## src/rtl/lfsr_share_arb.sv

```systemverilog
// -----------------------------------------------------------------------------
// lfsr_share_arb
//
// Purpose:
//   Shares one 16-bit Fibonacci LFSR (x^16+x^14+x^13+x^11+1, shift left) among
//   NUM_REQ requesters with round-robin arbitration. Every grant hands the
//   winner the current LFSR word and advances the LFSR by exactly one step.
//   Supports runtime reseeding and pulses `wrap` when the state returns to
//   the most recently loaded seed.
//
// Parameters:
//   NUM_REQ  number of requesters (2..8)
//   SEED     reset / default-reload LFSR value (must be nonzero)
//
// Ports:
//   clk        in   system clock, rising edge
//   reset_n    in   synchronous active-low reset
//   req        in   [NUM_REQ] level requests, held until the gnt bit is seen
//   gnt        out  [NUM_REQ] registered one-hot grant pulse
//   rnd_data   out  [16] random word for the granted requester
//   rnd_valid  out  high exactly when any gnt bit is high
//   seed_load  in   load seed_in into the LFSR (priority over requests)
//   seed_in    in   [16] new seed value (0 selects SEED)
//   wrap       out  pulse when the post-step state equals the last loaded seed
//   busy       out  high during the single LOAD cycle
//   lockup     out  (only with LFSR_SHARE_ARB_LOCKUP_DET_EN) pulse when an
//                   all-zero LFSR state was detected and SEED reloaded
//
// Optional feature macro: LFSR_SHARE_ARB_LOCKUP_DET_EN
// -----------------------------------------------------------------------------
module lfsr_share_arb #(
  parameter int          NUM_REQ = 4,
  parameter logic [15:0] SEED    = 16'h1001
) (
  input  logic               clk,
  input  logic               reset_n,
  input  logic [NUM_REQ-1:0] req,
  output logic [NUM_REQ-1:0] gnt,
  output logic [15:0]        rnd_data,
  output logic               rnd_valid,
  input  logic               seed_load,
  input  logic [15:0]        seed_in,
  output logic               wrap,
  output logic               busy
`ifdef LFSR_SHARE_ARB_LOCKUP_DET_EN
  ,
  output logic               lockup
`endif
);

  localparam int PTR_W = (NUM_REQ > 1) ? $clog2(NUM_REQ) : 1;

  typedef enum logic [1:0] {
    IDLE = 2'd0,
    RUN  = 2'd1,
    LOAD = 2'd2
  } state_t;

  state_t             r_state;
  logic [15:0]        r_lfsr;
  logic [15:0]        r_seed;        // last loaded seed, reference for wrap
  logic [15:0]        r_cnt;         // steps since last load / wrap
  logic [PTR_W-1:0]   r_ptr;
  logic [NUM_REQ-1:0] r_gnt;
  logic [15:0]        r_rnd_data;
  logic               r_rnd_valid;
  logic               r_wrap;
  logic               r_busy;
`ifdef LFSR_SHARE_ARB_LOCKUP_DET_EN
  logic               r_lockup;
`endif

  logic [NUM_REQ-1:0] w_elig;
  logic [PTR_W-1:0]   w_cand_idx [NUM_REQ];
  logic [NUM_REQ-1:0] w_cand_hit;
  logic               w_any;
  logic [PTR_W-1:0]   w_win;
  logic [PTR_W-1:0]   w_ptr_next;
  logic [NUM_REQ-1:0] w_win_onehot;
  logic [15:0]        w_lfsr_next;
  logic [15:0]        w_seed_sel;

  // A requester whose grant is visible this cycle is masked, so it can drop
  // req on its gnt cycle without being granted twice.
  assign w_elig = req & ~r_gnt;

  // Candidate gi is the requester gi positions above the pointer (mod NUM_REQ).
  for (genvar gi = 0; gi < NUM_REQ; gi++) begin : g_cand
    logic [PTR_W:0] w_sum;
    assign w_sum = {1'b0, r_ptr} + (PTR_W+1)'(gi);
    assign w_cand_idx[gi] = (w_sum >= (PTR_W+1)'(NUM_REQ))
                          ? PTR_W'(w_sum - (PTR_W+1)'(NUM_REQ))
                          : PTR_W'(w_sum);
    assign w_cand_hit[gi] = w_elig[w_cand_idx[gi]];
  end

  // Lowest candidate offset wins; scanning downward leaves the first hit last.
  always_comb begin
    w_any = 1'b0;
    w_win = '0;
    for (int i = NUM_REQ - 1; i >= 0; i--) begin
      if (w_cand_hit[i]) begin
        w_any = 1'b1;
        w_win = w_cand_idx[i];
      end
    end
  end

  always_comb begin
    w_win_onehot        = '0;
    w_win_onehot[w_win] = 1'b1;
  end

  assign w_ptr_next  = (w_win == PTR_W'(NUM_REQ - 1)) ? '0 : w_win + PTR_W'(1);
  assign w_lfsr_next = {r_lfsr[14:0], r_lfsr[15] ^ r_lfsr[13] ^ r_lfsr[12] ^ r_lfsr[10]};
  // A zero seed would lock the LFSR, so it is replaced by SEED.
  assign w_seed_sel  = (seed_in == 16'h0000) ? SEED : seed_in;

  always_ff @(posedge clk) begin
    if (!reset_n) begin
      r_state     <= IDLE;
      r_lfsr      <= SEED;
      r_seed      <= SEED;
      r_cnt       <= '0;
      r_ptr       <= '0;
      r_gnt       <= '0;
      r_rnd_data  <= '0;
      r_rnd_valid <= 1'b0;
      r_wrap      <= 1'b0;
      r_busy      <= 1'b0;
`ifdef LFSR_SHARE_ARB_LOCKUP_DET_EN
      r_lockup    <= 1'b0;
`endif
    end else begin
      // Pulse outputs default low; rnd_data holds between grants.
      r_gnt       <= '0;
      r_rnd_valid <= 1'b0;
      r_wrap      <= 1'b0;
      r_busy      <= 1'b0;
`ifdef LFSR_SHARE_ARB_LOCKUP_DET_EN
      r_lockup    <= 1'b0;
`endif
      if (seed_load) begin
        r_state <= LOAD;
        r_busy  <= 1'b1;
        r_lfsr  <= w_seed_sel;
        r_seed  <= w_seed_sel;
        r_cnt   <= '0;
`ifdef LFSR_SHARE_ARB_LOCKUP_DET_EN
      end else if (r_lfsr == 16'h0000) begin
        // Corrupted all-zero state: recover instead of granting zeros forever.
        r_state  <= IDLE;
        r_lfsr   <= SEED;
        r_seed   <= SEED;
        r_cnt    <= '0;
        r_lockup <= 1'b1;
`endif
      end else begin
        case (r_state)
          IDLE:    r_state <= w_any ? RUN : IDLE;
          RUN:     r_state <= w_any ? RUN : IDLE;
          LOAD:    r_state <= IDLE;
          default: r_state <= IDLE;
        endcase
        // Arbitration also runs in the LOAD cycle so pending requests are
        // granted on the edge right after busy.
        if (w_any) begin
          r_gnt       <= w_win_onehot;
          r_rnd_valid <= 1'b1;
          r_rnd_data  <= r_lfsr;
          r_lfsr      <= w_lfsr_next;
          r_ptr       <= w_ptr_next;
          if (w_lfsr_next == r_seed) begin
            r_wrap <= 1'b1;
            r_cnt  <= '0;
          end else begin
            r_cnt  <= r_cnt + 16'd1;
          end
        end
      end
    end
  end

  assign gnt       = r_gnt;
  assign rnd_data  = r_rnd_data;
  assign rnd_valid = r_rnd_valid;
  assign wrap      = r_wrap;
  assign busy      = r_busy;
`ifdef LFSR_SHARE_ARB_LOCKUP_DET_EN
  assign lockup    = r_lockup;
`endif

endmodule

```

## config.mk

```make
export PLATFORM = sky130hd
export DESIGN_NAME = lfsr_share_arb
export DESIGN_NICKNAME = d
export VERILOG_FILES = /design/src/rtl/lfsr_share_arb.sv
export SDC_FILE = /design/constraint.sdc
export NUM_CORES = 1
export LEC_CHECK = 0
export ABC_AREA = 1
export BUFFER_PORTS_ARGS = -buffer_cell sky130_fd_sc_hd__buf_2
export CORE_ASPECT_RATIO = 1.5
export CORE_UTILIZATION = 56
export DETAILED_ROUTE_END_ITERATION = 12
export PLACE_DENSITY = 0.79
export SETUP_SLACK_MARGIN = 0.1
export SLEW_MARGIN = 20
export SYNTH_ARGS = -nofsm -noshare
export SYNTH_HDL_FRONTEND = slang
export SYNTH_SLANG_ARGS = --single-unit
```

## constraint.sdc

```tcl
create_clock -name clk -period 1.9 [get_ports clk]
set_input_delay 0 -clock clk [delete_from_list [all_inputs] [get_ports clk]]
set_output_delay 0 -clock clk [all_outputs]
set_load 0.05 [all_outputs]
```

==> flow_metrics.env, run 1 <==
export IMPL_syn_to_final_growth_pct=22.0
export IMPL_path_class="register to register"
export IMPL_core_rowCount=31
export IMPL_finalHoldViolCount=0
export IMPL_grt_pass1_wl_um=10500
export IMPL_track_usage=0.266
export IMPL_ir_drop_mv=0.670
export IMPL_fill_cells=405
export IMPL_status="completed"
export IMPL_chipWidth_um=60.2
export IMPL_rsz0062_at_grt="yes"
export IMPL_fp_dieArea_um2=5380
export IMPL_path_clk_slew_ps=70
export IMPL_p_leak_nw=1.54
export IMPL_drive_above_1_share=0.297
export IMPL_ios=46
export IMPL_hold_worst_slack_ps=25.7
export IMPL_r2r_setup_slack_ps=170
export IMPL_slew_violations=0
export IMPL_worstPathMaxFanout=8
export IMPL_drc=0
export IMPL_syn_inst=371
export IMPL_maxCapViolCount=0
export IMPL_cts_root_buf="clkbuf_8"
export IMPL_grt_pass1_vias=2455
export IMPL_final_setup_tns_ps=0
export IMPL_tightest_slew_ps=379
export IMPL_hold_class="input port to register"
export IMPL_io_buffer_count=45
export IMPL_cts_buffers=9
export IMPL_multi_input_area_um2=1530
export IMPL_holdPathEnd="r_lfsr[0]$_SDFFE_PN1P_"
export IMPL_regArea_um2=1150
export IMPL_startpoint_type="register"
export IMPL_syn_num_nets=398
export IMPL_antenna_found_initial=0
export IMPL_reg2reg_to="r_ptr[1]$_SDFFE_PN0P_"
export IMPL_cts_sink_count=57
export IMPL_wire_per_inst_um=13.0
export IMPL_min_from="seed_in[0]"
export IMPL_drt_first_iter_violations=89
export IMPL_p_per_area_nw_per_um2=1220
export IMPL_routed_wl_um=6510
export IMPL_yosys_cell_types_count=29
export IMPL_vias_per_cell=5.19
export IMPL_final_setup_viol_count=0
export IMPL_synth_seq_area_share=0.401
export IMPL_dr_pass1_iters=6
export IMPL_nets=457
export IMPL_syn_area_um2=2850
export IMPL_setup_ws_ps=172
export IMPL_synth_warnings=0
export IMPL_dp_hpwl_um=4570
export IMPL_gp_congestion=0.780
export IMPL_critical_path_required_ps=2140
export IMPL_gr_total_overflow=0
export IMPL_cts_tree="yes"
export IMPL_layout_commonest_cell="nand2_1"
export IMPL_insertion_delay_ps=340
export IMPL_final_cell_mix="nand2_1, dfxtp_1, buf_2, a21oi_1, inv_1"
export IMPL_pre_cts_ws_ps=17.2
export IMPL_clk_path_buf_depth=2
export IMPL_core_area_um2=4850
export IMPL_cts_setup_buffers=0
export IMPL_postRouteAntennaNets=0
export IMPL_min_period_ps=1730
export IMPL_die_height_um=89.3
export IMPL_regToRegStartpoint="r_ptr[0]$_SDFFE_PN0P_"
export IMPL_grt_max_degree=36
export IMPL_vias=2601
export IMPL_htree_levels=3
export IMPL_cp_end_kind="register"
export IMPL_period_share=0.909
export IMPL_start_util=0.587
export IMPL_hold_depth=5
export IMPL_rr_worst_depth=10
export IMPL_skew_ps=9.37
export IMPL_arrival_ps=1960
export IMPL_n_antenna_cell=0
export IMPL_max_freq_ghz=0.579
export IMPL_crit_start="r_ptr[0]$_SDFFE_PN0P_"
export IMPL_syn_area_per_cell_um2=7.67
export IMPL_slew_headroom=0.748
export IMPL_synth_seq_cells=57
[Yosys cell counts, drive strengths merged]
cell | count | area (um2)
nand3 | 35 | 255
clkbuf | 9 | 33.8
a21oi | 48 | 274
nand2 | 125 | 519
inv | 25 | 98.9
and3 | 1 | 6.26
nor4 | 2 | 12.5
nand4 | 17 | 106
ha | 4 | 50.1
nor2 | 11 | 56.3
or2 | 2 | 12.5
o21ai | 1 | 5.00
a31oi | 1 | 6.26
nor3 | 2 | 10.0
buf | 11 | 85.1
xnor2 | 16 | 140
a22oi | 1 | 7.51
xor2 | 3 | 26.3
dfxtp | 57 | 1140
[area by class of cell]
| type | count | area share |
|---|---|---|
| Sequential cell | 57 | 0.331 |
| Clock inverter | 3 | 0.00432 |
| Clock buffer | 13 | 0.0457 |
| Inverter | 25 | 0.0285 |
| Multi-Input combinational cell | 269 | 0.440 |
| Timing Repair Buffer | 68 | 0.126 |
| Tap cell | 66 | 0.0238 |
[worst max-delay path: stages (launching register included)]
cell and delay [ps]:
dfxtp_4 390, inv_6 100, nand3_2 100, nand2_2 90, nand2_2 60, nand2_2 90
inv_1 70, a31oi_2 290, ha_1 290, nand3_1 80, a21oi_1 70
[stage by stage]
step	cell area (um2)	cells	utilization	power (mW)
4_1_cts	3430	501	0.707	4.18
3_5_place_dp	3100	470	0.639	3.15
6_report	3470	501	0.716	4.25
2_1_floorplan	2850	371	-	2.84
5_1_grt	3470	501	0.716	4.50
3_3_place_gp	3100	470	0.639	3.11
[registers in the layout, indices dropped and copies added (netlist names)]
| signal | count |
|---|---|
| gnt | 4 |
| busy | 1 |
| wrap | 1 |
| rnd_valid | 1 |
| rnd_data | 16 |
| r_lfsr | 16 |
| r_seed | 16 |
| r_ptr | 2 |
[routing by layer]
metal	GRT usage	vias to the layer above	share of wire
met2	0.448	70	0.50
met5	0	-	0
li1	-	1331	-
met3	0.0564	25	0.032
met4	0.188	0	0.043
met1	0.290	1175	0.42
[report_power, final]
group          switching [mW]  internal, mW  leakage, nW
Sequential              0.151          1.35        0.471
Combinational            1.18         0.572        0.977
Clock                   0.458         0.538       0.0932
Total                    1.79          2.46         1.54
[kinds of logic (layout without fill, tap and decap cells)]
kind of cell             Yosys count  count (layout)  share of synthesized area
AND/OR/NAND/NOR                  195             195                      0.344
flip-flops                        57              57                      0.401
AO/OA/AOI/OAI                     51              51                      0.103
buffers and inverters             45             109                     0.0765
XOR/XNOR                          19              19                     0.0585
adder cells (fa/ha/maj)            4               4                     0.0176
[how the worst max path moves through the flow]
stage / endpoint / slack (ps)
after floorplan: r_ptr[1]$_SDFFE_PN0P_ / 210
after global placement: r_ptr[1]$_SDFFE_PN0P_ / 120
after detailed placement: r_ptr[1]$_SDFFE_PN0P_ / 20
after CTS: r_ptr[1]$_SDFFE_PN0P_ / 120
after global routing: r_ptr[1]$_SDFFE_PN0P_ / 70
final: r_ptr[1]$_SDFFE_PN0P_ / 170
[timing repair]
action / CTS / global route
hold buffers: 15 / 0
resized for setup: 1 / 12
endpoints found under the setup margin: 7 / 15
endpoints found under the hold margin: 16 / 0
pin swaps: 0 / 2
Power figures use the tool's default switching activity.
==> run 2: changes to the inputs <==
- ABC_AREA: 1 -> not set
- CORE_UTILIZATION: 56 -> 55
- CTS_CLUSTER_DIAMETER: not set -> 150
==> flow_metrics.env, run 2 <==
export IMPL_status="completed"
export IMPL_antenna_found_initial=0
export IMPL_worstPathMaxFanout=17
export IMPL_nets=367
export IMPL_place_area_um2=2880
export IMPL_wire_per_inst_um=13.5
export IMPL_final_cell_mix="dfxtp_1, nand2_1, buf_2, mux2i_1, dlygate4sd3_1"
export IMPL_finalHoldViolCount=0
export IMPL_core_area_um2=4540
export IMPL_power_frac_comb=0.169
export IMPL_maxCapViolCount=0
export IMPL_fill_cells=341
export IMPL_path_clk_slew_ps=60
export IMPL_drt_first_iter_violations=55
export IMPL_yosys_cell_types_count=41
export IMPL_synth_largest_area_cell="dfxtp_1"
export IMPL_fin_area_um2=3250
export IMPL_skew_ps=6.27
export IMPL_worstPathCellList="nor2b_2 > a2111oi_4 > buf_6 > or2_1 > buf_4 > nand2_1 > a21boi_0"
export IMPL_final_setup_viol_count=0
export IMPL_slew_headroom=0.552
export IMPL_syn_area_per_cell_um2=9.50
export IMPL_synth_seq_area_share=0.437
export IMPL_startpoint_type="register"
export IMPL_vias=2102
export IMPL_cts_tree="yes"
export IMPL_cpPeakStageDelay_ps=440
export IMPL_path_class="register to register"
export IMPL_seq_power_share=0.459
export IMPL_die_height_um=86.4
export IMPL_slew_violations=0
export IMPL_crit_buf_inv=2
export IMPL_ys_async_sr_fraction=0
export IMPL_arrival_ps=1950
export IMPL_syn_inst=275
export IMPL_start_util=0.575
export IMPL_regToRegStartpoint="gnt[2]$_SDFF_PP0_"
export IMPL_clk_path_buf_depth=2
export IMPL_holdPathEnd="r_lfsr[0]$_SDFFE_PN1P_"
export IMPL_grt_pass1_wl_um=8950
export IMPL_grt_max_degree=29
export IMPL_insertion_delay_ps=330
export IMPL_final_setup_tns_ps=0
export IMPL_ios=46
export IMPL_hold_class="input port to register"
export IMPL_synth_edff_count=0
export IMPL_p_sw_frac=0.274
export IMPL_p_per_area_nw_per_um2=900
export IMPL_synth_commonest_cells="dfxtp_1, nand2_1, mux2i_1, xnor2_1, nor2b_1"
export IMPL_slowest_stage="a2111oi_4"
export IMPL_synth_seq_cells=57
export IMPL_chipWidth_um=58.3
export IMPL_p_sw_mw=0.801
export IMPL_clockPowerShare=0.371
export IMPL_synth_most_common_cell="dfxtp_1"
export IMPL_p_int_mw=2.12
export IMPL_fp_dieArea_um2=5030
export IMPL_syn_to_final_growth_pct=24.3
export IMPL_routed_wl_um=5520
export IMPL_synth_top_cell_area_share=0.437
export IMPL_vias_per_cell=5.14
export IMPL_cp_top_family="compound AO/OA/AOI/OAI gates"
export IMPL_drc=0
export IMPL_p_leak_nw=1.45
export IMPL_hold_depth=2
export IMPL_io_buffer_count=45
export IMPL_track_usage=0.236
export IMPL_gr_total_overflow=0
export IMPL_core_rowCount=30
export IMPL_grt_pass1_vias=1965
export IMPL_ir_drop_mv=0.639
export IMPL_dp_hpwl_um=3830
export IMPL_tightest_slew_ps=671
export IMPL_min_period_ps=1710
export IMPL_cp_end_kind="register"
export IMPL_syn_area_um2=2610
export IMPL_rr_worst_depth=7
export IMPL_postRouteAntennaNets=0
export IMPL_rsz0062_at_grt="yes"
export IMPL_n_antenna_cell=0
export IMPL_dr_pass1_iters=4
export IMPL_min_from="reset_n"
export IMPL_gp_congestion=0.788
export IMPL_layout_commonest_cell="dfxtp_1"
export IMPL_synthTopCellsByArea="dfxtp_1, mux2i_1, nand2_1"
export IMPL_reg2reg_to="r_ptr[1]$_SDFFE_PN0P_"
export IMPL_period_share=0.898
export IMPL_syn_num_nets=302
export IMPL_synth_warnings=0
export IMPL_cts_root_buf="clkbuf_8"
export IMPL_dominantRegCellSynth="dfxtp_1"
export IMPL_drive_above_1_share=0.220
export IMPL_r2r_setup_slack_ps=190
export IMPL_cts_buffers=9
export IMPL_critical_path_required_ps=2150
export IMPL_max_freq_ghz=0.586
export IMPL_htree_levels=3
export IMPL_cts_sink_count=57
run 2: cell count changes after synthesis, moves of 14 or more:
cell     delta
nand2_1    -57
a21oi_1    -36
mux2i_1    +25
nand3_1    -19
inv_1      -16
nand3_2    -16
nand2_2    -14
nand4_1    -14
run 2: how the worst max path moves through the flow:
stage                                  from                       to  slack [ps]  cells after the start
after CTS                 gnt[3]$_SDFF_PP0_    r_ptr[1]$_SDFFE_PN0P_         110                      7
after global routing      gnt[2]$_SDFF_PP0_          wrap$_SDFF_PP0_          70                      6
after detailed placement  gnt[3]$_SDFF_PP0_    r_ptr[1]$_SDFFE_PN0P_         140                      7
after global placement    gnt[2]$_SDFF_PP0_          wrap$_SDFF_PP0_         170                      6
after floorplan           gnt[0]$_SDFF_PP0_  r_lfsr[10]$_SDFFE_PN0P_         140                      7
final                     gnt[2]$_SDFF_PP0_    r_ptr[1]$_SDFFE_PN0P_         190                      7
run 2: stage by stage:
stage	setup WS, ps	utilization	cells	total power, mW	hold WS, ps
CTS	110	0.710	407	2.93	44.5
detailed placement	140	0.633	375	1.83	260
global route	73.8	0.715	409	3.05	78.3
finish	194	0.715	409	2.92	53.0
floorplan	138	-	275	1.71	138
global placement	174	0.633	375	1.82	257
run 2: power by group through the flow:
| stage | Combinational, mW | Clock [mW] | Sequential, mW |
|---|---|---|---|
| finish | 0.495 | 1.09 | 1.34 |
| global route | 0.543 | 1.16 | 1.35 |
| CTS | 0.493 | 1.10 | 1.34 |
| detailed placement | 0.465 | 0 | 1.37 |
| global placement | 0.455 | 0 | 1.36 |
| floorplan | 0.275 | 0 | 1.43 |
run 2: cell type report:
class / count / area, um2 / area share
timing repair buffer: 69 / 449 / 0.138
tap: 64 / 80.1 / 0.0247
clock buffer: 13 / 149 / 0.0459
multi-input combinational: 197 / 1360 / 0.419
clock inverter: 3 / 40.0 / 0.0123
sequential: 57 / 1150 / 0.353
inverter: 6 / 22.5 / 0.00694
run 2: per-layer routing:
layer | vias up | track usage | part of all wire
li1 | 1066 | - | -
met1 | 976 | 0.282 | 0.45
met2 | 50 | 0.395 | 0.51
met3 | 10 | 0.0552 | 0.026
met4 | 0 | 0.108 | 0.022
met5 | - | 0 | 0
run 2: cells by family (layout without fill, tap and decap cells):
family	Yosys count	in the layout	synth area share
AND/OR/NAND/NOR	96	96	0.181
flip-flops	57	57	0.437
AO/OA/AOI/OAI	53	53	0.160
multiplexers	25	25	0.0958
buffers and inverters	21	91	0.0436
XOR/XNOR	19	19	0.0637
adder cells (fa/ha/maj)	4	4	0.0192
run 2: what timing repair did:
action	4_1_cts	5_1_grt
setup endpoints to repair	0	17
resized for setup	0	2
hold buffers	16	0
endpoints found under the hold margin	29	0
buffers inserted	0	2
run 2: worst reg2reg max path, stage by stage, from the launching register on:
cell	delay [ps]
dfxtp_2	330
nor2b_2	60
a2111oi_4	440
buf_6	210
or2_1	110
buf_4	210
nand2_1	90
a21boi_0	180
==> run 3: changes to the inputs <==
- REMOVE_ABC_BUFFERS: not set -> 1
==> flow_metrics.env, run 3 (synthesis gave the netlist of run 2 again) <==
export IMPL_layout_commonest_cell="dfxtp_1"
export IMPL_startpoint_type="register"
export IMPL_htree_levels=3
export IMPL_period_share=0.883
export IMPL_max_freq_ghz=0.596
export IMPL_dp_hpwl_um=3900
export IMPL_ios=46
export IMPL_die_height_um=86.4
export IMPL_fill_cells=346
export IMPL_critPathCapture="rnd_data[5]$_SDFFE_PN0P_"
export IMPL_rsz0062_at_grt="no"
export IMPL_cts_sink_count=57
export IMPL_grt_pass1_wl_um=9690
export IMPL_place_area_um2=2890
export IMPL_final_setup_tns_ps=0
export IMPL_crit_start="gnt[0]$_SDFF_PP0_"
export IMPL_status="completed"
export IMPL_finalHoldViolCount=0
export IMPL_highest_layer="met4"
export IMPL_dr_pass1_iters=5
export IMPL_p_sw_frac=0.268
export IMPL_io_buffer_count=45
export IMPL_track_usage=0.260
export IMPL_regArea_um2=1140
export IMPL_postRouteAntennaNets=0
export IMPL_n_antenna_cell=0
export IMPL_rr_worst_depth=7
export IMPL_nets=373
export IMPL_drt_first_iter_violations=52
export IMPL_pre_cts_ws_ps=156
export IMPL_power_frac_comb=0.167
export IMPL_cp_end_kind="register"
export IMPL_insertion_delay_ps=340
export IMPL_finalNonFillerCells=415
export IMPL_p_int_mw=2.30
export IMPL_p_per_area_nw_per_um2=940
export IMPL_grt_max_degree=33
export IMPL_multi_input_area_um2=1360
export IMPL_tightest_slew_ps=507
export IMPL_clk_path_buf_depth=2
export IMPL_final_setup_viol_count=0
export IMPL_cts_buffers=9
export IMPL_gp_congestion=0.816
export IMPL_regToRegStartpoint="gnt[0]$_SDFF_PP0_"
export IMPL_skew_ps=5.21
export IMPL_slew_headroom=0.659
export IMPL_slew_violations=0
export IMPL_seq_power_share=0.426
export IMPL_routed_wl_um=6050
export IMPL_chipWidth_um=58.3
export IMPL_ir_drop_mv=0.884
export IMPL_gr_total_overflow=0
export IMPL_p_sw_mw=0.844
export IMPL_start_util=0.575
export IMPL_syn_to_final_growth_pct=28.1
export IMPL_core_area_um2=4540
export IMPL_hold_class="input port to register"
export IMPL_final_cell_mix="dfxtp_1, nand2_1, buf_2, mux2i_1, dlygate4sd3_1"
export IMPL_wl_met2_um=3210
export IMPL_antenna_found_initial=0
export IMPL_routed_wl_met3_um=199
export IMPL_worstPathMaxFanout=12
export IMPL_vias=2204
export IMPL_wire_per_inst_um=14.6
export IMPL_clockPowerShare=0.407
export IMPL_place_inst=377
export IMPL_grt_pass1_vias=2101
export IMPL_cts_root_buf="clkbuf_8"
export IMPL_arrival_ps=1950
export IMPL_fin_area_um2=3340
export IMPL_core_rowCount=30
export IMPL_setup_ws_ps=222
export IMPL_r2r_setup_slack_ps=220
export IMPL_maxCapViolCount=0
export IMPL_min_period_ps=1680
export IMPL_drive_above_1_share=0.234
export IMPL_critical_path_required_ps=2170
export IMPL_reg2reg_to="rnd_data[5]$_SDFFE_PN0P_"
export IMPL_p_leak_nw=1.50
export IMPL_vias_per_cell=5.31
export IMPL_cts_tree="yes"
export IMPL_path_class="register to register"
export IMPL_drc=0
export IMPL_fp_dieArea_um2=5030
export IMPL_path_clk_slew_ps=70
export IMPL_drt_met1_wl_um=2500
==> run 3: worst min path at each step <==
| stage | from | to | slack [ps] | depth (start not counted) |
|---|---|---|---|---|
| after floorplan | reset_n | r_lfsr[0]$_SDFFE_PN1P_ | 80 | 1 |
| after global placement | seed_in[10] | r_lfsr[10]$_SDFFE_PN0P_ | 260 | 2 |
| after detailed placement | seed_in[10] | r_lfsr[10]$_SDFFE_PN0P_ | 260 | 2 |
| after CTS | seed_load | r_seed[12]$_SDFFE_PN1P_ | 110 | 3 |
| after global routing | reset_n | r_lfsr[5]$_SDFFE_PN0P_ | 170 | 2 |
| final | seed_load | r_lfsr[0]$_SDFFE_PN1P_ | 150 | 3 |
==> run 3: per-layer routing <==
metal,up-vias,track usage
li1,1082,-
met1,1033,0.279
met2,66,0.467
met3,23,0.0388
met4,0,0.160
met5,-,0
==> run 3: timing repair <==
item | CTS | global route
hold buffers | 16 | 0
buffers inserted | 0 | 6
endpoints found under the hold margin | 29 | 0
setup endpoints to repair | 0 | 21
resized for setup | 0 | 4
==> run 3: per-stage QoR <==
| step | util | hold slack [ps] | total power, mW |
|---|---|---|---|
| after floorplan | - | 76.2 | 1.68 |
| after global placement | 0.635 | 262 | 1.82 |
| after detailed placement | 0.635 | 261 | 1.84 |
| after CTS | 0.721 | 115 | 3.14 |
| after global routing | 0.736 | 167 | 3.28 |
| final | 0.736 | 150 | 3.14 |
==> run 3: critical path: stages (launching register included) <==
cell and delay (ps):
dfxtp_1 360, inv_1 90, a2111oi_4 400, buf_4 210, or2_1 130, buf_6 170
nand2_1 90, a21boi_1 160
==> run 3: cell type report <==
cell class | instances | area share
Clock buffer | 11 | 0.0453
Clock inverter | 5 | 0.0232
Inverter | 6 | 0.00673
Multi-Input combinational cell | 197 | 0.408
Sequential cell | 57 | 0.342
Tap cell | 64 | 0.0239
Timing Repair Buffer | 75 | 0.152
==> run 3: power by group through the flow <==
stage	clock network (mW)	registers [mW]	logic, mW
3_3_place_gp	0	1.36	0.463
3_5_place_dp	0	1.36	0.472
4_1_cts	1.31	1.34	0.500
5_1_grt	1.36	1.35	0.570
2_1_floorplan	0	1.43	0.245
6_report	1.28	1.34	0.524
